--- config.mk ---
export PLATFORM = sky130hd
export DESIGN_NAME = robo_step_scheduler
export DESIGN_NICKNAME = d
export VERILOG_FILES = /design/src/rtl/robo_step_scheduler.sv
export SDC_FILE = /design/constraint.sdc
export NUM_CORES = 1
export LEC_CHECK = 0
export BUFFER_PORTS_ARGS = -buffer_cell sky130_fd_sc_hd__buf_4
export CAP_MARGIN = 20
export CORE_ASPECT_RATIO = 1.75
export CORE_UTILIZATION = 55
export DETAILED_ROUTE_END_ITERATION = 8
export GPL_TIMING_DRIVEN = 0
export PLACE_DENSITY = 0.87
export SLEW_MARGIN = 20
export SYNTH_ARGS = -nofsm -noshare
export SYNTH_HDL_FRONTEND = slang
export SYNTH_SLANG_ARGS = --single-unit
--- constraint.sdc ---
create_clock -name Clock50 -period 3 [get_ports Clock50]
set_clock_uncertainty 0.1 [all_clocks]
set_input_delay 0.15 -clock Clock50 [delete_from_list [all_inputs] [get_ports Clock50]]
set_output_delay 0.15 -clock Clock50 [all_outputs]
set_load 0.005 [all_outputs]
--- src/rtl/robo_step_scheduler.sv ---
// Robot step sequencer: frame-paced autonomous steps or gamepad-driven moves.
// Optional STEP_COUNTER_EN adds ContadorPassos, a saturating count of effective steps.
module robo_step_scheduler #(
  parameter int GRID_COLS       = 20,
  parameter int GRID_ROWS       = 15,
  parameter int FRAMES_PER_STEP = 30,
  parameter int SETTLE_CYCLES   = 4,
  parameter int INIT_COL        = 0,
  parameter int INIT_ROW        = 0
) (
  input  logic        Clock50,
  input  logic        Reset,
  input  logic        v_sync,
  input  logic [11:0] Entradas,
  input  logic        avancar,
  input  logic        girar,
  input  logic        remover,
  output logic        AtivaRobo,
  output logic [4:0]  PosColuna,
  output logic [3:0]  PosLinha,
  output logic [1:0]  OrientacaoRobo,
  output logic        ModoManual,
  output logic        RemoverStrobe,
`ifdef STEP_COUNTER_EN
  output logic [15:0] ContadorPassos,
`endif
  output logic        Busy
);

  localparam int FW = (FRAMES_PER_STEP > 1) ? $clog2(FRAMES_PER_STEP) : 1;
  localparam int SW = (SETTLE_CYCLES > 1) ? $clog2(SETTLE_CYCLES) : 1;

  typedef enum logic [1:0] {S_IDLE, S_FIRE, S_SETTLE, S_APPLY} state_t;
  typedef enum logic [2:0] {OP_NONE, OP_ADV, OP_CW, OP_CCW, OP_REM} op_t;

  state_t          r_state, w_next;
  op_t             r_op, r_buf_op, w_dec_op, w_btn_op;
  logic            r_buf_vld, r_man_seq, r_manual, r_ativa;
  logic [FW-1:0]   r_frame;
  logic [SW-1:0]   r_settle;
  logic [4:0]      r_col, w_col_n;
  logic [3:0]      r_row, w_row_n;
  logic [1:0]      r_ori;
  logic            w_adv_ok;

  logic            r_vs_s1, r_vs_s2, r_vs_d;
  logic [4:0]      r_btn_s1, r_btn_s2, r_btn_d;
  logic [4:0]      w_btn_in, w_edge;
  logic            w_tick, w_toggle, w_auto_step, w_man_step;
  logic            w_unused_btn;

  // Gamepad order here: Up, Left, Right, A, Start
  assign w_btn_in = {Entradas[6], Entradas[4], Entradas[3],
                     Entradas[2], Entradas[0]};
  assign w_unused_btn = &{1'b0, Entradas[11:7], Entradas[5], Entradas[1]};

  always_ff @(posedge Clock50 or negedge Reset) begin
    if (!Reset) begin
      r_vs_s1  <= 1'b1;
      r_vs_s2  <= 1'b1;
      r_vs_d   <= 1'b1;
      r_btn_s1 <= '0;
      r_btn_s2 <= '0;
      r_btn_d  <= '0;
    end else begin
      r_vs_s1  <= v_sync;
      r_vs_s2  <= r_vs_s1;
      r_vs_d   <= r_vs_s2;
      r_btn_s1 <= w_btn_in;
      r_btn_s2 <= r_btn_s1;
      r_btn_d  <= r_btn_s2;
    end
  end

  assign w_tick   = r_vs_d & ~r_vs_s2;
  assign w_edge   = r_btn_s2 & ~r_btn_d;
  assign w_toggle = w_edge[4];

  assign w_auto_step = (r_state == S_IDLE) & w_tick & ~r_manual &
                       (r_frame == FW'(FRAMES_PER_STEP - 1));
  assign w_man_step  = (r_state == S_IDLE) & w_tick & r_manual & r_buf_vld;

  always_comb begin
    w_dec_op = OP_NONE;
    if (remover)      w_dec_op = OP_REM;
    else if (girar)   w_dec_op = OP_CW;
    else if (avancar) w_dec_op = OP_ADV;
  end

  always_comb begin
    w_btn_op = OP_NONE;
    if (w_edge[3])      w_btn_op = OP_REM;
    else if (w_edge[0]) w_btn_op = OP_ADV;
    else if (w_edge[1]) w_btn_op = OP_CCW;
    else if (w_edge[2]) w_btn_op = OP_CW;
  end

  always_comb begin
    w_next = r_state;
    case (r_state)
      S_IDLE: begin
        if (w_auto_step)     w_next = S_FIRE;
        else if (w_man_step) w_next = S_APPLY;
      end
      S_FIRE:   w_next = S_SETTLE;
      S_SETTLE: begin
        if (r_settle == SW'(SETTLE_CYCLES - 1)) w_next = S_APPLY;
      end
      default:  w_next = S_IDLE;
    endcase
  end

  // Advance target; the move is dropped at the maze edge rather than wrapped
  always_comb begin
    w_col_n  = r_col;
    w_row_n  = r_row;
    w_adv_ok = 1'b0;
    unique case (r_ori)
      2'd0: if (r_row != 4'd0) begin
        w_adv_ok = 1'b1;
        w_row_n  = r_row - 4'd1;
      end
      2'd1: if (r_col != 5'(GRID_COLS - 1)) begin
        w_adv_ok = 1'b1;
        w_col_n  = r_col + 5'd1;
      end
      2'd2: if (r_row != 4'(GRID_ROWS - 1)) begin
        w_adv_ok = 1'b1;
        w_row_n  = r_row + 4'd1;
      end
      2'd3: if (r_col != 5'd0) begin
        w_adv_ok = 1'b1;
        w_col_n  = r_col - 5'd1;
      end
    endcase
  end

  always_ff @(posedge Clock50 or negedge Reset) begin
    if (!Reset) begin
      r_state   <= S_IDLE;
      r_ativa   <= 1'b0;
      r_frame   <= '0;
      r_settle  <= '0;
      r_op      <= OP_NONE;
      r_buf_op  <= OP_NONE;
      r_buf_vld <= 1'b0;
      r_man_seq <= 1'b0;
      r_manual  <= 1'b0;
      r_col     <= 5'(INIT_COL);
      r_row     <= 4'(INIT_ROW);
      r_ori     <= 2'd0;
    end else begin
      r_state  <= w_next;
      r_ativa  <= (w_next == S_FIRE);
      r_settle <= (r_state == S_SETTLE) ? r_settle + SW'(1) : '0;

      if (w_toggle) begin
        r_manual <= ~r_manual;
        r_frame  <= '0;
      end else if ((r_state == S_IDLE) & w_tick & ~r_manual) begin
        r_frame <= w_auto_step ? '0 : r_frame + FW'(1);
      end

      if (w_toggle) begin
        r_buf_vld <= 1'b0;
      end else if ((r_state == S_APPLY) & r_man_seq) begin
        r_buf_vld <= 1'b0;
      end else if (~r_buf_vld & (w_btn_op != OP_NONE)) begin
        r_buf_vld <= 1'b1;
        r_buf_op  <= w_btn_op;
      end

      if (w_man_step) begin
        r_op      <= r_buf_op;
        r_man_seq <= 1'b1;
      end else if (w_auto_step) begin
        r_man_seq <= 1'b0;
      end else if ((r_state == S_SETTLE) && (w_next == S_APPLY)) begin
        r_op <= w_dec_op;
      end

      if (r_state == S_APPLY) begin
        unique case (r_op)
          OP_ADV: begin
            r_col <= w_col_n;
            r_row <= w_row_n;
          end
          OP_CW:   r_ori <= r_ori + 2'd1;
          OP_CCW:  r_ori <= r_ori - 2'd1;
          default: ;
        endcase
      end
    end
  end

`ifdef STEP_COUNTER_EN
  logic [15:0] r_steps;
  logic        w_counted;

  assign w_counted = (r_state == S_APPLY) &
                     (((r_op == OP_ADV) & w_adv_ok) | (r_op == OP_CW) |
                      (r_op == OP_CCW) | (r_op == OP_REM));

  always_ff @(posedge Clock50 or negedge Reset) begin
    if (!Reset) begin
      r_steps <= '0;
    end else if (w_counted && (r_steps != 16'hFFFF)) begin
      r_steps <= r_steps + 16'd1;
    end
  end

  assign ContadorPassos = r_steps;
`endif

  assign AtivaRobo      = r_ativa;
  assign PosColuna      = r_col;
  assign PosLinha       = r_row;
  assign OrientacaoRobo = r_ori;
  assign ModoManual     = r_manual;
  assign RemoverStrobe  = (r_state == S_APPLY) & (r_op == OP_REM);
  assign Busy           = (r_state != S_IDLE);

endmodule

==> metrics, run 1 <==
status=complete, no violations; Slew Limit Fails=0; post_cts resized=0; pwr/cell area=655.5 nW/um2; highest clock rate=410.1 MHz; GP Congestion=0.7657; final hold slack=0.1769 ns; total wire length=3930 um; worst-path fanout max=8; Worst path top cell family by delay=adder cells; setup TNS=0 ns; Die Span X=50.99 um; Tot GR Track Use=20.64%; compound-cell area share of the yosys netlist=13.00%; Post-Synthesis Cell Area=2310 um2; CTS buffer count=5; Max Root-Sink Buffers=2; IO Pins=33; flops & latches, synth=48; cell taking the most area after synthesis=dfrtp_1; initial antenna violation count=0; critical path startpoint category=register; Final HPWL DP=2874 um; largest net degree at the start of global routing=49; post-synthesis sequential area ratio=52.17%; Synth top cells by count=dfrtp_1 (45), ha_1 (15), inv_1 (12), nor2_1 (12), a21oi_1 (10); worst-margin pin slew=0.5628 ns; Final Cell Area=2724 um2; Root Driver=clkbuf_8; htree depth=2; placed inst area=2557 um2; Synth top area share=48.75%; Slew Limit Headroom=62.48%; Routed Antenna Nets=0; die span in y=87.73 um; Final Critical Period=2.438 ns; CP Buf/Inv Count=1; Synth area leaders=dfrtp_1 (49%), ha_1 (8.1%), dfstp_2 (3.4%); CTS tree=done; Simple-Gate Fraction of Synth Area=15.33%; vias=1,615; Leak Pwr=1.261 nW; die area=4473 um2; Initial Utilization=58.60%; Post-Synth Adder-Cell Area=9.859%; final period utilization=81.27%; fraction of layout cells with a size suffix above 1=20.43%; clock insertion delay at the later pin of the skew report=0.30 ns; Post-synth top flop=dfrtp_1; Unique masters post-synth=50; Cells after Synth=195; mux cell area share after synthesis=4.659%; Slowest cell on crit path=dfrtp_1; clock-pin slew on the worst setup and hold paths=0.08 ns; Worst VDD drop=0.4314 mV; WL per Instance=13.89 um; CTS sink cnt=48; slowest stage delay, CP=0.45 ns; Synth Net Count=230; Layout fillers=316; Hold Vio Cnt, Final=0; First DRT Iteration DRCs=26; RSZ-0062 raised after global routing=no; Via density=5.707; PortBufs=25; Post-synth EDFFs=0; Critical Path AT=2.53 ns; CP Cell Sequence=ha_1, inv_1, fa_1, nand2b_1, a21oi_1, mux2_2, o311ai_1; # Max-Cap Violations=0; synth warn=0; Core Area=3941 um2; DRC errors left=0; WS Path Type=reg -> reg; area grow syn2layout=17.93%; grt ovf=0; global-route wire length before repair=6858 um; Rows=30; Final nets=269; xor/xnor share of the synthesized area=3.034%; final setup vio count=0; final core utilization=69.11%; CP Data Required Time=3.09 ns; syn_area_per_cell=11.84 um2; Hold Path Class=in -> reg; vias in the first global route=1,613; most common cell in the netlist=dfrtp_1; Initial DRT Pass Iterations=4; Synth async-reset ratio=100.0%; largest family of logic cells by synthesized area=simple AND/OR/NAND/NOR gates; Critical Path Sink Type=register; diode count=0
[logic make-up (layout without fill, tap and decap cells)]
| family | Yosys count | in the layout |
|---|---|---|
| AND/OR/NAND/NOR | 59 | 59 |
| flip-flops | 48 | 48 |
| AO/OA/AOI/OAI | 42 | 42 |
| adder cells (fa/ha/maj) | 17 | 17 |
| buffers and inverters | 12 | 52 |
| multiplexers | 9 | 9 |
| XOR/XNOR | 8 | 8 |
[path summary, 6_finish.rpt]
check,startpoint,slack [ns],cells after the start,to
max in group asynchronous,Reset,2.13,2,PosColuna[4]
setup reg to reg,OrientacaoRobo[0],0.56,7,PosColuna[4]
setup / recovery,OrientacaoRobo[0],0.56,7,PosColuna[4]
min in group asynchronous,Reset,0.28,2,r_buf_vld
hold / removal,remover,0.18,4,r_op[2]
hold reg to reg,r_btn_s1[0],0.26,0,r_btn_s2[0]
[worst register-to-register path, delay by kind of cell, from the launching register on]
kind,cells,cell delay (ns)
compound gates,2,0.33
fa+ha+maj,2,0.76
mux,1,0.38
buf+inv,1,0.14
simple gates,1,0.18
flops,1,0.45
[per-layer routing]
layer	part of all wire, %	GRT usage (%)	wire length [um]
met1	40	22.21	1568
met2	55	38.16	2142
met3	2.8	3.125	110
met5	0	0	0
met4	2.7	10.10	108
[layout make-up]
| class | count | area, um2 | share of cell area (%) |
|---|---|---|---|
| multi-input combinational | 135 | 1060 | 38.91 |
| sequential | 48 | 1205 | 44.24 |
| timing repair buffer | 32 | 257.7 | 9.463 |
| inverter | 12 | 45.04 | 1.654 |
| tap | 48 | 60.06 | 2.205 |
| clock buffer | 6 | 82.58 | 3.032 |
| clock inverter | 2 | 13.76 | 0.5053 |
[flip-flops by register name, summed over array words and instances, names as in the netlist, 2 cells and up]
signal / cells
r_btn_s1: 5
r_state: 2
r_op: 3
OrientacaoRobo: 2
PosLinha: 4
PosColuna: 5
r_frame: 5
r_settle: 2
r_buf_op: 3
r_btn_d: 5
r_btn_s2: 5
[through the flow]
| stage | setup slack, ns | cells | total power [mW] |
|---|---|---|---|
| 2_1_floorplan | 0.8532 | 195 | 1.226 |
| 3_3_place_gp | 0.6915 | 268 | 1.374 |
| 3_5_place_dp | 0.5972 | 268 | 1.400 |
| 4_1_cts | 0.5670 | 283 | 1.808 |
| 5_1_grt | 0.4646 | 283 | 1.915 |
| 6_report | 0.5618 | 283 | 1.786 |
[power by group]
| part | switching, mW | leakage, nW | internal, mW | total [mW] |
|---|---|---|---|---|
| sequential | 0.105 | 0.594 | 0.757 | 0.862 |
| clock | 0.209 | 0.0516 | 0.188 | 0.398 |
| combinational | 0.253 | 0.615 | 0.273 | 0.526 |
| total | 0.568 | 1.26 | 1.22 | 1.79 |
[layout by cell type (no fill, tap or decap), types with 2 or more instances in the layout]
cell type,n
o21ai_1,2
dfrtp_1,45
mux2_2,5
or3_1,2
dlygate4sd3_1,7
nor4b_1,3
nor2_1,12
inv_1,12
and2_1,2
o21a_1,3
o2bb2ai_1,3
and3_1,2
fa_1,2
a31oi_1,2
clkbuf_8,6
nand2_1,9
nor2b_1,7
xnor2_1,4
nor3b_1,2
nor3_1,3
a21oi_1,10
xor2_1,4
a21o_1,5
dfstp_2,3
buf_4,25
nand3_1,5
ha_1,15
o21ai_0,6
and4bb_2,2
mux2_4,2
[repair_timing]
item | in CTS | in global routing
hold buffers | 7 | 0
hold endpoints to repair | 51 | 0
setup buffers | 0 | 0
Note: power is estimated with default switching activity, not from simulation.
==> run 2: changes to the inputs <==
Clock period 3 ns to 2.28 ns, I/O delays scaled along.
==> metrics, run 2 (same netlist as run 1, synthesis figures left out) <==
# Max-Cap Violations=0 (unchanged); final period utilization=93.79% (+13 points); initial antenna violation count=0 (unchanged); worst slack at placement=-0.1228 ns (-0.7200 ns); HP Start=remover; Worst VDD drop=0.5678 mV (+32%); CTS sink cnt=48 (unchanged); Rows=30 (unchanged); area grow syn2layout=18.69%; Final nets=269 (unchanged); worst-margin pin slew=0.5609 ns (-0.001882 ns); CTS buffer count=5 (unchanged); final hold slack=0.1410 ns (-0.03586 ns); Max Root-Sink Buffers=2 (unchanged); clock insertion delay at the later pin of the skew report=0.30 ns (about the same); highest clock rate=467.6 MHz (+14%); WS Path Type=reg -> reg; Final Cell Area=2741 um2 (+0.64%); wire length on met2=2177 um (+1.6%); RSZ-0062 raised after global routing=no; Core Area=3941 um2 (unchanged); WL per Instance=14.03 um (+1.0%); placed inst area=2557 um2 (unchanged); placed insts=268 (unchanged); Slew Limit Fails=0 (unchanged); Slew Limit Headroom=62.61% (+0.13 points); WL met1=1584 um (+1.0%); Hold Path Class=in -> reg; Worst path depth=7 (unchanged); First DRT Iteration DRCs=23 (-12%); flop2flop setup slack=0.14 ns (-0.42 ns); pwr/cell area=862.3 nW/um2 (+32%); Tot GR Track Use=20.78% (+0.15 points); Critical Path End=PosColuna[4]; DRC errors left=0 (unchanged); critical path startpoint category=register; Critical Path AT=2.23 ns (-0.30 ns); most common cell after layout, fill and taps aside=dfrtp_1; total wire length=3971 um (+1.0%); status=complete, no violations; vias=1,621 (+0.37%); met3 routed WL=100 um (-9.1%); final setup vio count=0 (unchanged); Hold Vio Cnt, Final=0 (unchanged); CTS tree=done; Routed Antenna Nets=0 (unchanged); CP Cell Sequence=ha_4, inv_1, fa_1, nand2b_1, a21oi_2, mux2_2, o311ai_1; Final Critical Period=2.138 ns (-0.2999 ns); largest net degree at the start of global routing=49 (unchanged); Root Driver=clkbuf_8; global-route wire length before repair=6900 um (+0.61%); Via density=5.728 (+0.37%); die span in y=87.73 um (unchanged); Die Span X=50.99 um (unchanged); Worst path top cell family by delay=adder cells; clock-pin slew on the worst setup and hold paths=0.08 ns (about the same); Reg2Reg Depth=7 (unchanged); Initial DRT Pass Iterations=4 (unchanged); Slowest cell on crit path=dfrtp_1; FF-to-FF Start=OrientacaoRobo[1]; R2R Path End=PosColuna[4]; fraction of layout cells with a size suffix above 1=21.70% (+1.3 points); CP Data Required Time=2.37 ns (-0.72 ns); htree depth=2 (unchanged); vias in the first global route=1,625 (+0.74%); Initial Utilization=58.60% (unchanged); most frequent cells in the layout=dfrtp_1 (44), buf_4 (25), ha_1 (14); GP Congestion=0.7657 (unchanged); CP Buf/Inv Count=1 (unchanged); slowest stage delay, CP=0.44 ns (about the same); Critical Path Sink Type=register; final setup margin=0.1416 ns (-0.4201 ns); DR top layer=met4; setup TNS=0 ns (unchanged); non-filler cells, final=283 (unchanged); crit path from=OrientacaoRobo[1]; PortBufs=25 (unchanged); Leak Pwr=1.257 nW (-0.30%); worst-path fanout max=8 (unchanged); Layout fillers=309 (-2.2%); grt ovf=0 (unchanged); diode count=0 (unchanged); Final HPWL DP=2874 um (unchanged); IO Pins=33 (unchanged); Setup Fix Bufs, Post-CTS=0 (unchanged); die area=4473 um2 (unchanged)
run 2: per-stage QoR:
step,util [%],power [mW]
global route,69.56,2.531
CTS,69.52,2.387
finish,69.56,2.364
floorplan,-,1.614
global placement,64.89,1.808
detailed placement,64.89,1.842
run 2: area by class of cell:
type                    count  area (um2)  share of cell area (%)
flip-flops and latches     48        1206                   44.00
clock inverters             2       13.76                  0.5021
multi-input cells         135        1076                   39.25
repair buffers             32       257.7                   9.402
inverters                  12       45.04                   1.643
clock buffers               6       82.58                   3.012
well taps                  48       60.06                   2.191
run 2: repair_timing:
item                       in CTS  in global routing
gates resized for setup         3                  1
hold buffers                    7                  0
cloned                          0                  0
setup endpoints to repair       1                  1
hold endpoints to repair       51                  0
run 2: routing by layer:
| layer | vias up | GRT usage [%] |
|---|---|---|
| li1 | 773 | - |
| met1 | 809 | 22.21 |
| met2 | 31 | 38.64 |
| met3 | 8 | 3.125 |
| met4 | 0 | 10.10 |
| met5 | - | 0 |
run 2: worst min-delay path by stage:
stage                           end  slack (ns)  cells after the start
after floorplan           AtivaRobo       -0.28                      0
after global placement    r_buf_vld        0.05                      1
after detailed placement  r_buf_vld        0.05                      1
after CTS                   r_op[2]        0.15                      4
after global routing        r_op[2]        0.16                      4
final                       r_op[2]        0.14                      4
run 2: where the power goes:
| part | total [mW] | internal (mW) | switching [mW] |
|---|---|---|---|
| sequential | 1.14 | 0.997 | 0.144 |
| combinational | 0.699 | 0.361 | 0.338 |
| clock | 0.523 | 0.248 | 0.275 |
run 2: worst min-delay path, delay by kind of cell:
kind | cells | cell delay (ns)
compound gates | 3 | 0.30
buf+inv | 1 | 0.09
